### src/rtl/mmio_console_pkg.sv
// Shared definitions for the mmio_console responder: register offsets, STATUS/CTRL bit positions.
package mmio_console_pkg;

    typedef enum logic [1:0] {
        REG_TXDATA = 2'd0,
        REG_RXDATA = 2'd1,
        REG_STATUS = 2'd2,
        REG_CTRL   = 2'd3
    } reg_sel_e;

    localparam int STATUS_RX_NOT_EMPTY = 0;
    localparam int STATUS_TX_FULL      = 1;
    localparam int STATUS_TX_EMPTY     = 2;
    localparam int STATUS_RX_COUNT_LSB = 8;

    localparam int CTRL_RX_IRQ_EN = 0;

    // Clamp a count into the 8-bit STATUS field.
    function automatic logic [7:0] sat8(input logic [31:0] v);
        return (v > 32'd255) ? 8'hFF : v[7:0];
    endfunction

endpackage

### src/rtl/mmio_console_fifo.sv
// Synchronous FIFO with count/full/empty; head data reads as zero while empty.
module mmio_console_fifo #(
    parameter int WIDTH = 8,
    parameter int DEPTH = 16,
    localparam int AW = $clog2(DEPTH),
    localparam int CW = AW + 1
) (
    input  logic             clk_i,
    input  logic             rst_i,
    input  logic             push_i,
    input  logic [WIDTH-1:0] data_i,
    input  logic             pop_i,
    output logic [WIDTH-1:0] data_o,
    output logic [CW-1:0]    count_o,
    output logic             full_o,
    output logic             empty_o
);

    logic [WIDTH-1:0] mem_q [DEPTH];
    logic [AW-1:0]    wr_ptr_q, rd_ptr_q;
    logic [CW-1:0]    count_q;
    logic             do_push_s, do_pop_s;

    assign do_push_s = push_i & ~full_o;
    assign do_pop_s  = pop_i & ~empty_o;

    // Pointer and occupancy tracking; push and pop together leave the count unchanged.
    always_ff @(posedge clk_i) begin
        if (rst_i) begin
            wr_ptr_q <= '0;
            rd_ptr_q <= '0;
            count_q  <= '0;
        end else begin
            if (do_push_s) wr_ptr_q <= wr_ptr_q + AW'(1);
            if (do_pop_s)  rd_ptr_q <= rd_ptr_q + AW'(1);
            case ({do_push_s, do_pop_s})
                2'b10:   count_q <= count_q + CW'(1);
                2'b01:   count_q <= count_q - CW'(1);
                default: count_q <= count_q;
            endcase
        end
    end

    // Storage array; contents need no reset because empty masks the head.
    always_ff @(posedge clk_i) begin
        if (do_push_s) mem_q[wr_ptr_q] <= data_i;
    end

    assign count_o = count_q;
    assign full_o  = (count_q == CW'(DEPTH));
    assign empty_o = (count_q == CW'(0));
    assign data_o  = empty_o ? '0 : mem_q[rd_ptr_q];

endmodule

### src/rtl/mmio_console.sv
// Memory-mapped console responder: TXDATA/RXDATA/STATUS/CTRL over the core data port.
// Optional RX interrupt and CTRL register compiled in with MMIO_CONSOLE_IRQ_EN.
module mmio_console
    import mmio_console_pkg::*;
#(
    parameter int TX_DEPTH = 16,
    parameter int RX_DEPTH = 16
) (
    input  logic        clk_i,
    input  logic        rst_i,
    input  logic [31:0] mem_d_addr_i,
    input  logic [31:0] mem_d_data_wr_i,
    input  logic        mem_d_rd_i,
    input  logic [3:0]  mem_d_wr_i,
    input  logic        mem_d_cacheable_i,
    input  logic        mem_d_invalidate_i,
    input  logic        mem_d_writeback_i,
    input  logic        mem_d_flush_i,
    input  logic [10:0] mem_d_req_tag_i,
    output logic        mem_d_accept_o,
    output logic        mem_d_ack_o,
    output logic        mem_d_error_o,
    output logic [31:0] mem_d_data_rd_o,
    output logic [10:0] mem_d_resp_tag_o,
    output logic        tx_valid_o,
    output logic [7:0]  tx_data_o,
    input  logic        tx_ready_i,
    input  logic        rx_valid_i,
    input  logic [7:0]  rx_data_i,
    output logic        rx_ready_o,
    output logic        irq_o
);

    localparam int TXCW = $clog2(TX_DEPTH) + 1;
    localparam int RXCW = $clog2(RX_DEPTH) + 1;

    reg_sel_e    sel_s;
    logic        req_s, wr_any_s, accept_s, xfer_s;
    logic        tx_push_s, tx_full_s, tx_empty_s;
    logic        rx_pop_s, rx_full_s, rx_empty_s;
    logic [7:0]  rx_head_s;
    logic [TXCW-1:0] tx_count_s;
    logic [RXCW-1:0] rx_count_s;
    logic        ctrl_irq_en_s;
    logic [31:0] rdata_s;

    logic        ack_q, ack_d;
    logic [31:0] rdata_q, rdata_d;
    logic [10:0] tag_q, tag_d;

    logic unused_s;
    assign unused_s = ^{mem_d_addr_i[31:4], mem_d_addr_i[1:0], mem_d_data_wr_i[31:8],
                        mem_d_cacheable_i, tx_count_s};

    assign sel_s    = reg_sel_e'(mem_d_addr_i[3:2]);
    assign wr_any_s = |mem_d_wr_i;
    assign req_s    = mem_d_rd_i | wr_any_s | mem_d_flush_i | mem_d_invalidate_i | mem_d_writeback_i;
    // Only a TXDATA write can stall, and only while the TX FIFO has no room.
    assign accept_s = ~(wr_any_s & (sel_s == REG_TXDATA) & tx_full_s);
    assign xfer_s   = req_s & accept_s;

    assign tx_push_s = xfer_s & (sel_s == REG_TXDATA) & mem_d_wr_i[0];
    assign rx_pop_s  = xfer_s & mem_d_rd_i & (sel_s == REG_RXDATA) & ~rx_empty_s;

    mmio_console_fifo #(.WIDTH(8), .DEPTH(TX_DEPTH)) u_tx_fifo (
        .clk_i   (clk_i),
        .rst_i   (rst_i),
        .push_i  (tx_push_s),
        .data_i  (mem_d_data_wr_i[7:0]),
        .pop_i   (tx_valid_o & tx_ready_i),
        .data_o  (tx_data_o),
        .count_o (tx_count_s),
        .full_o  (tx_full_s),
        .empty_o (tx_empty_s)
    );

    mmio_console_fifo #(.WIDTH(8), .DEPTH(RX_DEPTH)) u_rx_fifo (
        .clk_i   (clk_i),
        .rst_i   (rst_i),
        .push_i  (rx_valid_i & rx_ready_o),
        .data_i  (rx_data_i),
        .pop_i   (rx_pop_s),
        .data_o  (rx_head_s),
        .count_o (rx_count_s),
        .full_o  (rx_full_s),
        .empty_o (rx_empty_s)
    );

    // Read mux over pre-update state.
    always_comb begin
        rdata_s = 32'd0;
        case (sel_s)
            REG_TXDATA: rdata_s = 32'd0;
            REG_RXDATA: rdata_s = {23'd0, ~rx_empty_s, rx_head_s};
            REG_STATUS: begin
                rdata_s[STATUS_RX_NOT_EMPTY]         = ~rx_empty_s;
                rdata_s[STATUS_TX_FULL]              = tx_full_s;
                rdata_s[STATUS_TX_EMPTY]             = tx_empty_s;
                rdata_s[STATUS_RX_COUNT_LSB +: 8]    = sat8(32'(rx_count_s));
            end
            REG_CTRL:   rdata_s[CTRL_RX_IRQ_EN] = ctrl_irq_en_s;
            default:    rdata_s = 32'd0;
        endcase
    end

    // Response next-state: data and tag captured on the accepting cycle.
    always_comb begin
        ack_d   = xfer_s;
        rdata_d = rdata_q;
        tag_d   = tag_q;
        if (xfer_s) begin
            rdata_d = mem_d_rd_i ? rdata_s : 32'd0;
            tag_d   = mem_d_req_tag_i;
        end else begin
            rdata_d = rdata_q;
            tag_d   = tag_q;
        end
    end

    // Response registers.
    always_ff @(posedge clk_i) begin
        if (rst_i) begin
            ack_q   <= 1'b0;
            rdata_q <= 32'd0;
            tag_q   <= 11'd0;
        end else begin
            ack_q   <= ack_d;
            rdata_q <= rdata_d;
            tag_q   <= tag_d;
        end
    end

`ifdef MMIO_CONSOLE_IRQ_EN
    logic ctrl_q, ctrl_d;
    logic irq_q;

    // CTRL write decode.
    always_comb begin
        ctrl_d = ctrl_q;
        if (xfer_s && (sel_s == REG_CTRL) && mem_d_wr_i[0]) begin
            ctrl_d = mem_d_data_wr_i[CTRL_RX_IRQ_EN];
        end else begin
            ctrl_d = ctrl_q;
        end
    end

    // CTRL and interrupt registers.
    always_ff @(posedge clk_i) begin
        if (rst_i) begin
            ctrl_q <= 1'b0;
            irq_q  <= 1'b0;
        end else begin
            ctrl_q <= ctrl_d;
            irq_q  <= ctrl_q & ~rx_empty_s;
        end
    end

    assign ctrl_irq_en_s = ctrl_q;
    assign irq_o         = irq_q;
`else
    assign ctrl_irq_en_s = 1'b0;
    assign irq_o         = 1'b0;
`endif

    assign mem_d_accept_o   = accept_s;
    assign mem_d_ack_o      = ack_q;
    assign mem_d_error_o    = 1'b0;
    assign mem_d_data_rd_o  = rdata_q;
    assign mem_d_resp_tag_o = tag_q;
    assign tx_valid_o       = ~tx_empty_s;
    assign rx_ready_o       = ~rx_full_s;

endmodule

### config.mk
export PLATFORM = sky130hd
export DESIGN_NAME = mmio_console
export DESIGN_NICKNAME = d
export VERILOG_FILES = /design/src/rtl/mmio_console_pkg.sv /design/src/rtl/mmio_console_fifo.sv /design/src/rtl/mmio_console.sv
export SDC_FILE = /design/constraint.sdc
export NUM_CORES = 1
export LEC_CHECK = 0
export CAP_MARGIN = 20
export CORE_UTILIZATION = 50
export DETAILED_ROUTE_END_ITERATION = 10
export GPL_TIMING_DRIVEN = 0
export PLACE_DENSITY = 0.87
export SKIP_CTS_REPAIR_TIMING = 1
export SYNTH_ARGS = -nofsm -noshare
export SYNTH_HDL_FRONTEND = slang
export SYNTH_SLANG_ARGS = --single-unit
### constraint.sdc
create_clock -name clk_i -period 3.25 [get_ports clk_i]
set_input_delay 0.65 -clock clk_i [delete_from_list [all_inputs] [get_ports clk_i]]
set_output_delay 0.65 -clock clk_i [all_outputs]
set_load 0.01 [all_outputs]
# Yosys cells after proc, flatten, opt, wreduce, memory -nomap -nowiden
# Memory sizes are Yosys's and may differ from the RTL's. A register that Yosys moved wholly into a read port is not among the register bits.
# Cells that the tools add are included.
# Widths: inputs -> output; s select.
[totals]
regBits = 70
word_cells = 75
in_bits = 96
n_memories = 2
mem_bits_rw = 256
[classes]
bitwise_logic = 23
n_reduce_logical = 7
eq_ne = 9
mux = 17
n_addsub = 8
[memory_table]
columns = ["memory", "depth", "word_bits", "rd", "rd_clocked_by_memory_dff", "write_ports", "line", "source"]
rows = [
  ["u_rx_fifo.mem_q", 16, 8, 1, 1, 1, "mmio_console_fifo.sv:19", "logic [WIDTH-1:0] mem_q [DEPTH];"],
  ["u_tx_fifo.mem_q", 16, 8, 1, 1, 1, "mmio_console_fifo.sv:19", ""],
]
[op_table]
columns = ["op", "count"]
rows = [
  ["$pmux 5 s2", 3],
  ["$add 4x1->4 const B", 4],
  ["$mux 16", 1],
  ["$mux 4", 4],
  ["$mux 8", 2],
  ["$and 1x1->1", 14],
  ["$add 5x1->5 const B", 2],
  ["$eq 5x5->1 const B", 2],
  ["$logic_not 5->1", 2],
  ["$sub 5x1->5 const B", 2],
  ["$eq 2x2->1 const B", 4],
  ["$eq 2x1->1 const B", 3],
  ["$mux 5", 1],
  ["$not 1->1", 5],
  ["$mux 1", 4],
  ["$or 1x1->1", 4],
  ["$pmux 2 s2", 1],
  ["$reduce_bool 2->1", 2],
  ["$reduce_or 4->1", 1],
  ["$pmux 1 s3", 1],
  ["$logic_not 2->1", 1],
  ["$reduce_or 2->1", 1],
]

# Logic depth before layout (Yosys ltp)
# Gate-level depths: netlist of the first run.
[depth]
depth_word = 12
depth_mapped = 14
depth_no_buf = 13

# Modules after synthesis
# From an unflattened synthesis of the first run, not the netlist that was laid out.
[hier_totals]
cells_unflattened = 815
area_unflattened_um2 = 13331.5
[modules_own_cells]
columns = ["mod", "area_per_inst_um2", "seq_area_each_um2", "instances", "cells_per_inst"]
rows = [
  ["mmio_console_fifo", 5943.2, 4184.0, 2, 331],
  ["mmio_console", 1445.1, 500.5, 1, 153],
]

# Least setup slack after synthesis of the first run
# OpenSTA, ideal clock, no wires.
[synth_path]
path_type = "input to register"
from = "input port mem_d_wr_i[1]"
to = "register u_rx_fifo.count_q[4] (netlist: u_rx_fifo.count_o[4])"
slack_ps = 73
stages = 11
path_buffers = 0
required_ps = 3129
arrival_time_ps = 3057
path_cell_list = "o41ai_1 -> nor3_4 -> nor2_2 -> ha_1 -> xor2_1 -> ha_1 -> nor2b_1 -> nand3_1 -> a21oi_1 -> a221oi_1 -> mux2_2"
[synth_between]
elab_chain_cells = 12
elab_cells_between_ends = 17
cone_classes = "eq/ne: 2; mux: 1; bitwise: 12; reduce/logical: 2"
[synth_rtl]
columns = ["item", "line", "source"]
rows = [
  ["start: declaration", "mmio_console.sv:14", "input logic [3:0] mem_d_wr_i,"],
  ["$reduce_or 4->1 (*)", "mmio_console.sv:56", "assign wr_any_s = |mem_d_wr_i;"],
  ["$or 1x1->1 (4 in series)", "mmio_console.sv:57", "assign req_s = mem_d_rd_i | wr_any_s | mem_d_flush_i | mem_d_invalidate_i | mem_d_writeback_i;"],
  ["$and 1x1->1 (*)", "mmio_console.sv:60", "assign xfer_s = req_s & accept_s;"],
  ["$and 1x1->1 (*) (3 in series)", "mmio_console.sv:63", "assign rx_pop_s = xfer_s & mem_d_rd_i & (sel_s == REG_RXDATA) & ~rx_empty_s;"],
  ["$and 1x1->1 (*)", "mmio_console_fifo.sv:25", "assign do_pop_s = pop_i & ~empty_o;"],
  ["via u_rx_fifo.do_pop_s", "mmio_console_fifo.sv:22", "logic do_push_s, do_pop_s;"],
  ["$eq 2x1->1 / $eq 2x2->1 (equally long branches)", "mmio_console_fifo.sv:36", "case ({do_push_s, do_pop_s})"],
  ["$pmux 5 s2 / $reduce_bool 2->1 (equally long branches)", "n/a", ""],
  ["end signal: assignment", "mmio_console_fifo.sv:37", "2'b10: count_q <= count_q + CW'(1);"],
  ["end signal: assignment", "mmio_console_fifo.sv:38", "2'b01: count_q <= count_q - CW'(1);"],
  ["end signal: assignment", "mmio_console_fifo.sv:39", "default: count_q <= count_q;"],
  ["end: declaration", "mmio_console_fifo.sv:21", "logic [CW-1:0] count_q;"],
]
# The timed path passes the listed nets; every way through them passes the cells marked *.
# A chain may end at the register's enable or synchronous reset.

==> impl_metrics.env, run 1 <==
export IMPL_antenna_left=0
export IMPL_worstPathRequired_ns=2.60
export IMPL_syn_inst=758
export IMPL_area_growth_pct=19.78
export IMPL_power_share_clock_pct=37.0
export IMPL_drtIter0Drc=552
export IMPL_synth_top_area_share_pct=59.82
export IMPL_synthesis_area_mm2=0.01285
export IMPL_htreeDepth=1
export IMPL_gp_congestion=0.8309
export IMPL_power_density_mw_per_mm2=644.8
export IMPL_clk_pin_slew_ns=0.06
export IMPL_slowest_stage="mux4_2"
export IMPL_fin_nets=1014
export IMPL_fp_dieH_um=162.3
export IMPL_yosys_warnings=0
export IMPL_antenna_cells=0
export IMPL_grt_pass1_wl_mm=40.99
export IMPL_rsz0062_at_grt="true"
export IMPL_r2r_start="u_tx_fifo.count_o[1]"
export IMPL_drc=0
export IMPL_viasPerCell=5.703
export IMPL_synth_seq_cells=315
export IMPL_grt_use_total_pct=20.73
export IMPL_wl_mm=27.08
export IMPL_path_class="reg -> out"
export IMPL_synth_seq_area_share_pct=69.01
export IMPL_drive_gt1_share_pct=21.99
export IMPL_crit_chain="buf_12 > buf_8 > buf_4 > mux4_2 > mux4_2 > and2_4 > clkbuf_2"
export IMPL_start_util_pct=51.03
export IMPL_place_inst=1187
export IMPL_hp_start="mem_d_data_rd_o[3]"
export IMPL_async_reset_ff_share_pct=0
export IMPL_maxSlewViolCount=0
export IMPL_dp_final_hpwl_mm=17.34
export IMPL_fin_crit_sh_pct=101.4
export IMPL_seqPwrFrac_pct=45.6
export IMPL_die_area_mm2=0.02635
export IMPL_final_area_mm2=0.01539
export IMPL_synthMostInstantiatedCell="edfxtp_1"
export IMPL_critPathMaxFanout=6
export IMPL_hold_class="reg -> reg"
export IMPL_power_switching_uw=2367
export IMPL_power_internal_uw=7560
export IMPL_coreArea_mm2=0.02518
export IMPL_synth_largest_area_cell="edfxtp_1"
export IMPL_rows=58
export IMPL_clock_path_buffers=3
export IMPL_combPwrFrac_pct=17.4
export IMPL_avgSynthCellArea_um2=16.95
export IMPL_io_buffer_count=75
export IMPL_synth_common_cells="edfxtp_1 (256), mux4_2 (73), nor2_1 (65), dfxtp_1 (59), clkbuf_1 (26)"
export IMPL_die_w_um=162.3
export IMPL_setup_tns_ns=-0.04419
export IMPL_finalSetupViolCount=1
export IMPL_cap_violations=0
export IMPL_ioPinCount=153
export IMPL_skew_ns=0.03542
export IMPL_synth_distinct_cells=56
export IMPL_root_buffer="clkbuf_16"
export IMPL_clk_latency_ns=0.57
export IMPL_cpMostUsedCell="mux4_2"
export IMPL_p_sw_share_pct=23.84
export IMPL_place_area_mm2=0.01411
export IMPL_crit_buf_inv=4
export IMPL_crit_path_start_kind="register"
export IMPL_end_kind="output port"
export IMPL_wl_per_cell_um=21.61
export IMPL_p_leak_uw=0.005135
export IMPL_cts_sinks=315
export IMPL_grt_overflow=0
export IMPL_vias=7146
export IMPL_antenna_found_initial=0
export IMPL_fin_cells=1253
export IMPL_fin_ws_ns=-0.04419
export IMPL_failed_checks="setup timing"
export IMPL_dominantRegCellSynth="edfxtp_1"
export IMPL_crit_family="multiplexers"
export IMPL_tightest_slew_ns=1.103
export IMPL_crit_arrival_ns=2.64
export IMPL_max_clock_freq_mhz=303.6
export IMPL_whs_ns=0.4765
export IMPL_slew_limit_headroom_pct=25.91
export IMPL_vdd_drop_max_uv=552.9
export IMPL_fin_crit_ns=3.294
export IMPL_synth_area_top_cells="edfxtp_1 (60%), mux4_2 (13%), dfxtp_1 (9.2%), ha_1 (1.9%), nor2_1 (1.9%)"
export IMPL_num_fill_cells=1762
export IMPL_first_pass_iters=5
export IMPL_cp_slowest_stage_delay_ns=0.51
export IMPL_status="complete, but fails checks"
export IMPL_cts_buffers=31
export IMPL_synth_edff_count=256
export IMPL_finalHoldViolCount=0
export IMPL_cts_tree="done"
export IMPL_grt_pass1_vias=7264
export IMPL_grt_max_degree=17
==> per-layer routing <==
layer  up-vias  track usage [%]  wire length [µm]
li1       3185                -                 -
met1      3620            26.72             10530
met4         0            5.532               710
met2       286            36.56             13980
met5         -                0                 0
met3        55            3.166              1863
==> flip-flops by register name, summed over array words and instances, names as in the netlist, named ones only <==
register	cells
u_tx_fifo.count_o	5
mem_d_data_rd_o	13
u_tx_fifo.wr_ptr_q	4
mem_d_ack_o	1
u_rx_fifo.mem_q	128
u_tx_fifo.rd_ptr_q	4
u_rx_fifo.wr_ptr_q	4
u_rx_fifo.count_o	5
mem_d_resp_tag_o	11
u_rx_fifo.rd_ptr_q	4
u_tx_fifo.mem_q	128
==> power by group through the flow <==
stage | logic [µW] | registers, µW | clock network (µW)
after CTS | 1530 | 4500 | 3720
final | 1730 | 4520 | 3670
after global placement | 1460 | 4580 | 0
after global routing | 1850 | 4530 | 3870
after detailed placement | 1510 | 4590 | 0
after floorplan | 987 | 4580 | 0
==> path summary, 6_finish.rpt <==
path	end	slack, ns	cells after the start
max	tx_data_o[2]	-0.04	7
max reg2reg	u_rx_fifo.count_o[4]	0.13	12
min reg2reg	mem_d_data_rd_o[3]	0.48	1
min	mem_d_data_rd_o[3]	0.48	1
==> cell type report <==
| cell class | instances | area [µm²] | area share, % |
|---|---|---|---|
| buffer | 61 | 400.4 | 2.601 |
| clock buffer | 44 | 874.6 | 5.682 |
| clock inverter | 14 | 186.4 | 1.211 |
| inverter | 13 | 48.80 | 0.3170 |
| multi-input combinational | 387 | 3732 | 24.25 |
| sequential | 315 | 8872 | 57.64 |
| tap | 330 | 412.9 | 2.682 |
| timing repair buffer | 89 | 865.8 | 5.625 |
==> kinds of logic (layout without fill, tap and decap cells) <==
logic type	Yosys count	count (layout)	synth area share, %
AOI/OAI and AO/OA	63	63	3.291
xor gates and xnor gates	17	17	1.159
adders and majority gates	20	20	1.947
buffers and inverters	76	221	3.115
DFF	315	315	69.01
muxes	97	97	14.71
other	1	21	0.02918
and+or+nand+nor	169	169	6.737
==> cells in the final DEF (no fill, tap or decap), types with 5 or more instances in the layout <==
cell type,instances
buf_6,5
mux2i_1,22
clkbuf_16,33
nor4_1,5
nor3_1,10
a22oi_1,7
a211oi_1,6
mux4_2,73
clkbuf_1,29
clkbuf_2,7
o21ai_0,8
nand3_1,11
inv_1,10
xnor2_1,5
xor2_1,12
and2_1,18
buf_2,9
ha_1,18
a22o_1,6
edfxtp_1,256
clkinv_2,6
nand2b_1,5
a21oi_1,19
conb_1,21
clkdlybuf4s50_1,66
nor2b_1,10
clkbuf_8,5
nand2_1,19
buf_4,29
dfxtp_1,58
nor2_1,64
==> stage by stage <==
| stage | power [µW] | setup WS [ns] | util (%) |
|---|---|---|---|
| 5_1_grt | 10260 | -0.1326 | 61.13 |
| 4_1_cts | 9745 | -0.7906 | 60.25 |
| 2_1_floorplan | 5565 | 0.07276 | - |
| 3_5_place_dp | 6096 | -0.8878 | 56.03 |
| 6_report | 9926 | -0.04419 | 61.13 |
| 3_3_place_gp | 6046 | -0.8088 | 55.95 |
==> worst register-to-register path, delay by kind of cell, from the launching register on <==
| kind | cells | cell delay (ns) |
|---|---|---|
| and+or+nand+nor | 5 | 1.20 |
| adders and majority gates | 2 | 0.49 |
| DFF | 1 | 0.31 |
| xor gates and xnor gates | 1 | 0.15 |
| AOI/OAI and AO/OA | 2 | 0.32 |
| muxes | 1 | 0.39 |
| buffers and inverters | 1 | 0.13 |
(Power assumes the default switching activity.)
==> run 2: changes to the inputs <==
--- a/config.mk
+++ b/config.mk
@@ -10,6 +10,7 @@
 export DETAILED_ROUTE_END_ITERATION = 10
 export GPL_TIMING_DRIVEN = 0
 export PLACE_DENSITY = 0.87
+export SETUP_SLACK_MARGIN = 0.15
 export SKIP_CTS_REPAIR_TIMING = 1
 export SYNTH_ARGS = -nofsm -noshare
 export SYNTH_HDL_FRONTEND = slang
==> run 2 against run 1 <==
Against the previous run:
- the flow now finishes without violations
- non-clock buffer count is 3 higher
- sequential cell count unchanged
- critical path depth did not move
- global-route usage up 0.89 points
- wire length rose by 4.5%
- clock-buffer cell count is 9 lower
- sequential power barely moved
- die area unchanged
- worst hold slack gained 0.0068 ns
- critical path type unchanged
- largest power group unchanged
- highest routed layer unchanged
==> impl_metrics.env, run 2 (same netlist as run 1, synthesis figures left out) <==
export IMPL_hold_end="mem_d_data_rd_o[5]"
export IMPL_end_kind="output port"
export IMPL_gp_congestion=0.8355
export IMPL_reg2reg_depth=12
export IMPL_final_cell_mix="edfxtp_1 (256), mux4_2 (73), clkdlybuf4s50_1 (65)"
export IMPL_cap_violations=0
export IMPL_drc=0
export IMPL_io_buffer_count=75
export IMPL_fin_nets=1017
export IMPL_fin_crit_sh_pct=99.09
export IMPL_vias=7229
export IMPL_cts_buffers=31
export IMPL_area_growth_pct=21.09
export IMPL_slowest_stage="mux4_2"
export IMPL_critPathMaxFanout=7
export IMPL_crit_chain="buf_12 > buf_6 > buf_12 > mux4_2 > mux4_2 > and2_1 > buf_2"
export IMPL_fin_ws_ns=0.02971
export IMPL_clk_latency_ns=0.56
export IMPL_r2r_start="u_tx_fifo.count_o[1]"
export IMPL_start_util_pct=51.03
export IMPL_r2r_end="u_rx_fifo.count_o[4]"
export IMPL_coreArea_mm2=0.02518
export IMPL_die_area_mm2=0.02635
export IMPL_grt_pass1_wl_mm=42.34
export IMPL_wl_mm=28.31
export IMPL_crit_path_start_kind="register"
export IMPL_fp_dieH_um=162.3
export IMPL_p_leak_uw=0.005192
export IMPL_root_buffer="clkbuf_16"
export IMPL_crit_family="multiplexers"
export IMPL_crit_arrival_ns=2.57
export IMPL_viasPerCell=5.756
export IMPL_first_pass_iters=5
export IMPL_r2r_setup_slack_ns=0.28
export IMPL_vdd_drop_max_uv=537.6
export IMPL_maxSlewViolCount=0
export IMPL_fin_crit_ns=3.220
export IMPL_ioPinCount=153
export IMPL_cp_slowest_stage_delay_ns=0.54
export IMPL_max_clock_freq_mhz=310.5
export IMPL_tightest_slew_ns=1.056
export IMPL_setup_tns_ns=0
export IMPL_cts_sinks=315
export IMPL_path_class="reg -> out"
export IMPL_dp_final_hpwl_mm=17.50
export IMPL_grt_overflow=0
export IMPL_htreeDepth=1
export IMPL_finalSetupViolCount=0
export IMPL_die_w_um=162.3
export IMPL_cts_tree="done"
export IMPL_grt_max_degree=17
export IMPL_antenna_found_initial=0
export IMPL_antenna_left=0
export IMPL_hp_start="mem_d_data_rd_o[5]"
export IMPL_grt_pass1_vias=7298
export IMPL_clock_path_buffers=3
export IMPL_wl_per_cell_um=22.54
export IMPL_power_density_mw_per_mm2=658.2
export IMPL_finalHoldViolCount=0
export IMPL_worstPathRequired_ns=2.60
export IMPL_skew_ns=0.02625
export IMPL_antenna_cells=0
export IMPL_fin_total_pwr_uw=10240
export IMPL_drtIter0Drc=703
export IMPL_clk_pin_slew_ns=0.07
export IMPL_rows=58
export IMPL_grt_use_total_pct=21.62
export IMPL_slew_limit_headroom_pct=29.07
export IMPL_rsz0062_at_grt="true"
export IMPL_place_ws_ns=-0.7341
export IMPL_status="completed"
export IMPL_drive_gt1_share_pct=23.87
export IMPL_layout_commonest_cell="edfxtp_1"
export IMPL_hold_class="reg -> reg"
export IMPL_hold_depth=1
export IMPL_crit_buf_inv=4
==> run 2: changes by cell type in the layout (fill, tap and decap cells not counted), sizes merged <==
cell           before  now
clkinvlp            0    3
bufinv              4    7
clkinv              9   12
buf                51   61
clkdlybuf4s50      66   65
clkbuf             75   60
==> run 2: area by class of cell <==
class                   instances  area, µm²
fillers                      1722       9620
flip-flops and latches        315       8871
clock buffers                  35      800.8
plain buffers                  62      422.9
multi-input cells             387       3779
clock inverters                23      311.5
inverters                      13      48.80
repair buffers                 91      914.6
well taps                     330      412.9
==> run 2: worst max-delay path by stage <==
stage          slack [ns]                   end  depth (start not counted)     startpoint
2_1_floorplan        0.23  u_rx_fifo.count_o[4]                         11  mem_d_wr_i[1]
3_3_place_gp        -0.62  u_rx_fifo.count_o[4]                         12  mem_d_wr_i[0]
3_5_place_dp        -0.73  u_rx_fifo.count_o[4]                         12  mem_d_wr_i[0]
4_1_cts             -0.80          tx_data_o[2]                          6       register
5_1_grt            -0.008          tx_data_o[2]                          7       register
6_report             0.03          tx_data_o[2]                          7       register
==> run 2: per-layer routing <==
layer / share of wire, % / up-vias / track usage (%)
met1: 37 / 3607 / 27.43
met2: 53 / 378 / 38.21
met4: 2.8 / 0 / 5.918
li1: - / 3184 / -
met3: 7.5 / 60 / 3.728
met5: 0 / - / 0
==> run 2: power by group <==
| part | total, µW | switching, µW | internal, µW |
|---|---|---|---|
| clock network | 3850 | 1520 | 2330 |
| registers | 4520 | 67.4 | 4450 |
| logic | 1880 | 866 | 1010 |
| total | 10200 | 2450 | 7790 |
==> run 2: through the flow <==
step / cell area [µm²] / hold slack [ns] / utilization, % / instances
3_5_place_dp: 14120 / 0.4675 / 56.07 / 1187
4_1_cts: 15230 / 0.4834 / 60.49 / 1245
6_report: 15560 / 0.4833 / 61.80 / 1256
3_3_place_gp: 14100 / 0.4697 / 55.98 / 1183
5_1_grt: 15560 / 0.5078 / 61.80 / 1256
2_1_floorplan: 12930 / 0.4701 / - / 778
==> run 3: changes to the inputs <==
--- a/config.mk
+++ b/config.mk
@@ -5,11 +5,12 @@
 export SDC_FILE = /design/constraint.sdc
 export NUM_CORES = 1
 export LEC_CHECK = 0
+export ABC_AREA = 1
 export CAP_MARGIN = 20
 export CORE_UTILIZATION = 50
 export DETAILED_ROUTE_END_ITERATION = 10
 export GPL_TIMING_DRIVEN = 0
-export PLACE_DENSITY = 0.87
+export PLACE_DENSITY = 0.86
 export SETUP_SLACK_MARGIN = 0.15
 export SKIP_CTS_REPAIR_TIMING = 1
 export SYNTH_ARGS = -nofsm -noshare
==> run 3 against run 2 <==
Against the previous run:
- core utilization shrank 1.2 points
- via count grew 32%
- area after synthesis grew 0.47%
- die area grew 0.46%
- critical path type unchanged
==> impl_metrics.env, run 3 <==
export IMPL_status="completed"
export IMPL_final_cell_mix="edfxtp_1 (256), nor2_1 (237), o21ai_0 (162)"
export IMPL_synth_largest_area_cell="edfxtp_1"
export IMPL_cap_violations=0
export IMPL_async_reset_ff_share_pct=0
export IMPL_start_util_pct=51.12
export IMPL_crit_family="compound AO/OA/AOI/OAI gates"
export IMPL_reg2reg_depth=16
export IMPL_avgSynthCellArea_um2=11.56
export IMPL_grt_pass1_vias=9059
export IMPL_path_class="reg -> out"
export IMPL_syn_inst=1117
export IMPL_place_ws_ns=-0.3182
export IMPL_final_area_mm2=0.01530
export IMPL_vias=9560
export IMPL_yosys_warnings=0
export IMPL_wl_mm=32.69
export IMPL_hold_class="reg -> reg"
export IMPL_grt_overflow=0
export IMPL_dominantRegCellSynth="edfxtp_1"
export IMPL_synth_top_family_by_area="compound AO/OA/AOI/OAI gates"
export IMPL_synth_adder_area_share_pct=1.938
export IMPL_p_leak_uw=0.005460
export IMPL_synth_edff_count=256
export IMPL_clock_path_buffers=3
export IMPL_synth_seq_area_share_pct=68.69
export IMPL_synthSimpleGateAreaFrac_pct=11.93
export IMPL_antenna_found_initial=0
export IMPL_drc=0
export IMPL_slowest_stage="clkbuf_1"
export IMPL_end_kind="output port"
export IMPL_fin_crit_ns=3.077
export IMPL_regArea_mm2=0.008871
export IMPL_synth_common_cells="edfxtp_1 (256), nor2_1 (237), o21ai_0 (166), nand2_1 (78), dfxtp_1 (59)"
export IMPL_layout_commonest_cell="edfxtp_1"
export IMPL_antenna_left=0
export IMPL_dp_final_hpwl_mm=20.93
export IMPL_power_density_mw_per_mm2=663.4
export IMPL_worstPathRequired_ns=2.60
export IMPL_synth_distinct_cells=41
export IMPL_synthesis_area_mm2=0.01291
export IMPL_clk_latency_ns=0.58
export IMPL_fin_cells=1609
export IMPL_grt_max_degree=18
export IMPL_first_pass_iters=6
export IMPL_maxSlewViolCount=0
export IMPL_die_w_um=162.7
export IMPL_antenna_cells=0
export IMPL_crit_buf_inv=2
export IMPL_fin_crit_sh_pct=94.68
export IMPL_cp_slowest_stage_delay_ns=0.39
export IMPL_endpoint="tx_data_o[5]"
export IMPL_critPathMaxFanout=10
export IMPL_crit_chain="clkbuf_1 > o21ai_0 > o221ai_1 > nand3_1 > a21oi_2 > dlymetal6s2s_1"
export IMPL_grt_pass1_wl_mm=48.22
export IMPL_rows=58
export IMPL_rsz0062_at_grt="true"
export IMPL_viasPerCell=5.942
export IMPL_finalSetupViolCount=0
export IMPL_ioPinCount=153
export IMPL_gp_congestion=0.9304
export IMPL_htreeDepth=1
export IMPL_synth_area_mux_share_pct=0
export IMPL_tightest_slew_ns=1.043
export IMPL_synth_xor_area_share_pct=0.7462
export IMPL_die_area_mm2=0.02647
export IMPL_fp_dieH_um=162.7
export IMPL_crit_arrival_ns=2.43
export IMPL_fin_ws_ns=0.1728
export IMPL_vdd_drop_max_uv=532.3
export IMPL_area_growth_pct=18.51
export IMPL_r2r_end="u_tx_fifo.count_o[4]"
export IMPL_synth_compound_area_share_pct=12.36
export IMPL_coreArea_mm2=0.02525
export IMPL_r2r_start="u_tx_fifo.count_o[1]"
export IMPL_num_fill_cells=1899
export IMPL_cts_sinks=315
export IMPL_finalHoldViolCount=0
export IMPL_hp_start="mem_d_data_rd_o[4]"
export IMPL_synth_seq_cells=315
export IMPL_drtIter0Drc=1319
export IMPL_root_buffer="clkbuf_16"
export IMPL_skew_ns=0.03296
export IMPL_utilization_pct=60.59
export IMPL_synth_top_area_share_pct=59.54
export IMPL_cts_tree="done"
export IMPL_io_buffer_count=75
export IMPL_clk_pin_slew_ns=0.07
export IMPL_drive_gt1_share_pct=11.96
export IMPL_cp_depth=6
export IMPL_place_area_mm2=0.01415
export IMPL_fin_nets=1371
export IMPL_grt_use_total_pct=23.82
export IMPL_slew_limit_headroom_pct=30.20
export IMPL_synth_area_top_cells="edfxtp_1 (60%), dfxtp_1 (9.1%), nor2_1 (6.9%), o21ai_0 (6.4%), nand2_1 (2.3%)"
export IMPL_multi_input_area_mm2=0.003605
export IMPL_crit_path_start_kind="register"
export IMPL_max_clock_freq_mhz=325.0
export IMPL_wl_per_cell_um=20.32
export IMPL_synthMostInstantiatedCell="edfxtp_1"
export IMPL_cts_buffers=30
export IMPL_place_inst=1542
export IMPL_r2r_setup_slack_ns=0.40
==> run 3: cell types whose count changed after synthesis, moves of 32 or more <==
cell	previous run	this run
nor2_1	65	237
o21ai_0	8	166
mux4_2	73	0
nand2_1	19	78
o22ai_1	0	36
o221ai_1	0	32
==> run 3: worst min-delay path, cell delays in order, from the launching register on <==
cell and delay, ns:
dfxtp_1 0.31, nand2_1 0.06, a21oi_1 0.06
==> run 3: power breakdown <==
part / internal [µW] / switching, µW
Combinational: 816 / 1440
Sequential: 4470 / 112
Clock: 1770 / 1540
Total: 7060 / 3090
==> run 3: metal layers <==
layer  wire [µm]  share of wire, %  track usage [%]  vias up
li1            -                 -                -     4247
met1       12040                37            29.70     4527
met2       15960                49            40.41      661
met3        3284                10            4.304      125
met4        1412               4.3            10.79        0
met5           0                 0                0        -
==> run 3: area by class of cell <==
type	count	area share, %
multi-input combinational	700	23.56
timing repair inverter	1	0.04906
buffer	75	2.838
inverter	47	1.218
clock buffer	34	5.144
clock inverter	22	1.055
timing repair buffer	85	5.462
sequential	315	57.98
tap	330	2.699
==> run 3: kinds of logic after synthesis <==
| kind of cell | count (synthesis) |
|---|---|
| AOI/OAI and AO/OA | 280 |
| xor gates and xnor gates | 11 |
| adders and majority gates | 20 |
| buffers and inverters | 122 |
| DFF | 315 |
| other | 1 |
| and+or+nand+nor | 368 |
==> run 3: per-stage QoR <==
step	setup TNS [ns]	hold slack (ns)	power, µW
2_1_floorplan	0	0.4419	5854
3_3_place_gp	-0.5858	0.4541	6603
3_5_place_dp	-0.7694	0.4571	6692
4_1_cts	-3.342	0.4760	9950
5_1_grt	0	0.4956	10450
6_report	0	0.4748	10150
==> run 3: worst min path at each step <==
stage                       endpoint  slack [ns]  cells past startpoint
2_1_floorplan               register        0.44                      2
3_3_place_gp   u_tx_fifo.rd_ptr_q[3]        0.45                      2
3_5_place_dp      mem_d_data_rd_o[4]        0.46                      2
4_1_cts           mem_d_data_rd_o[4]        0.48                      2
5_1_grt           mem_d_data_rd_o[7]        0.50                      2
6_report          mem_d_data_rd_o[4]        0.47                      2
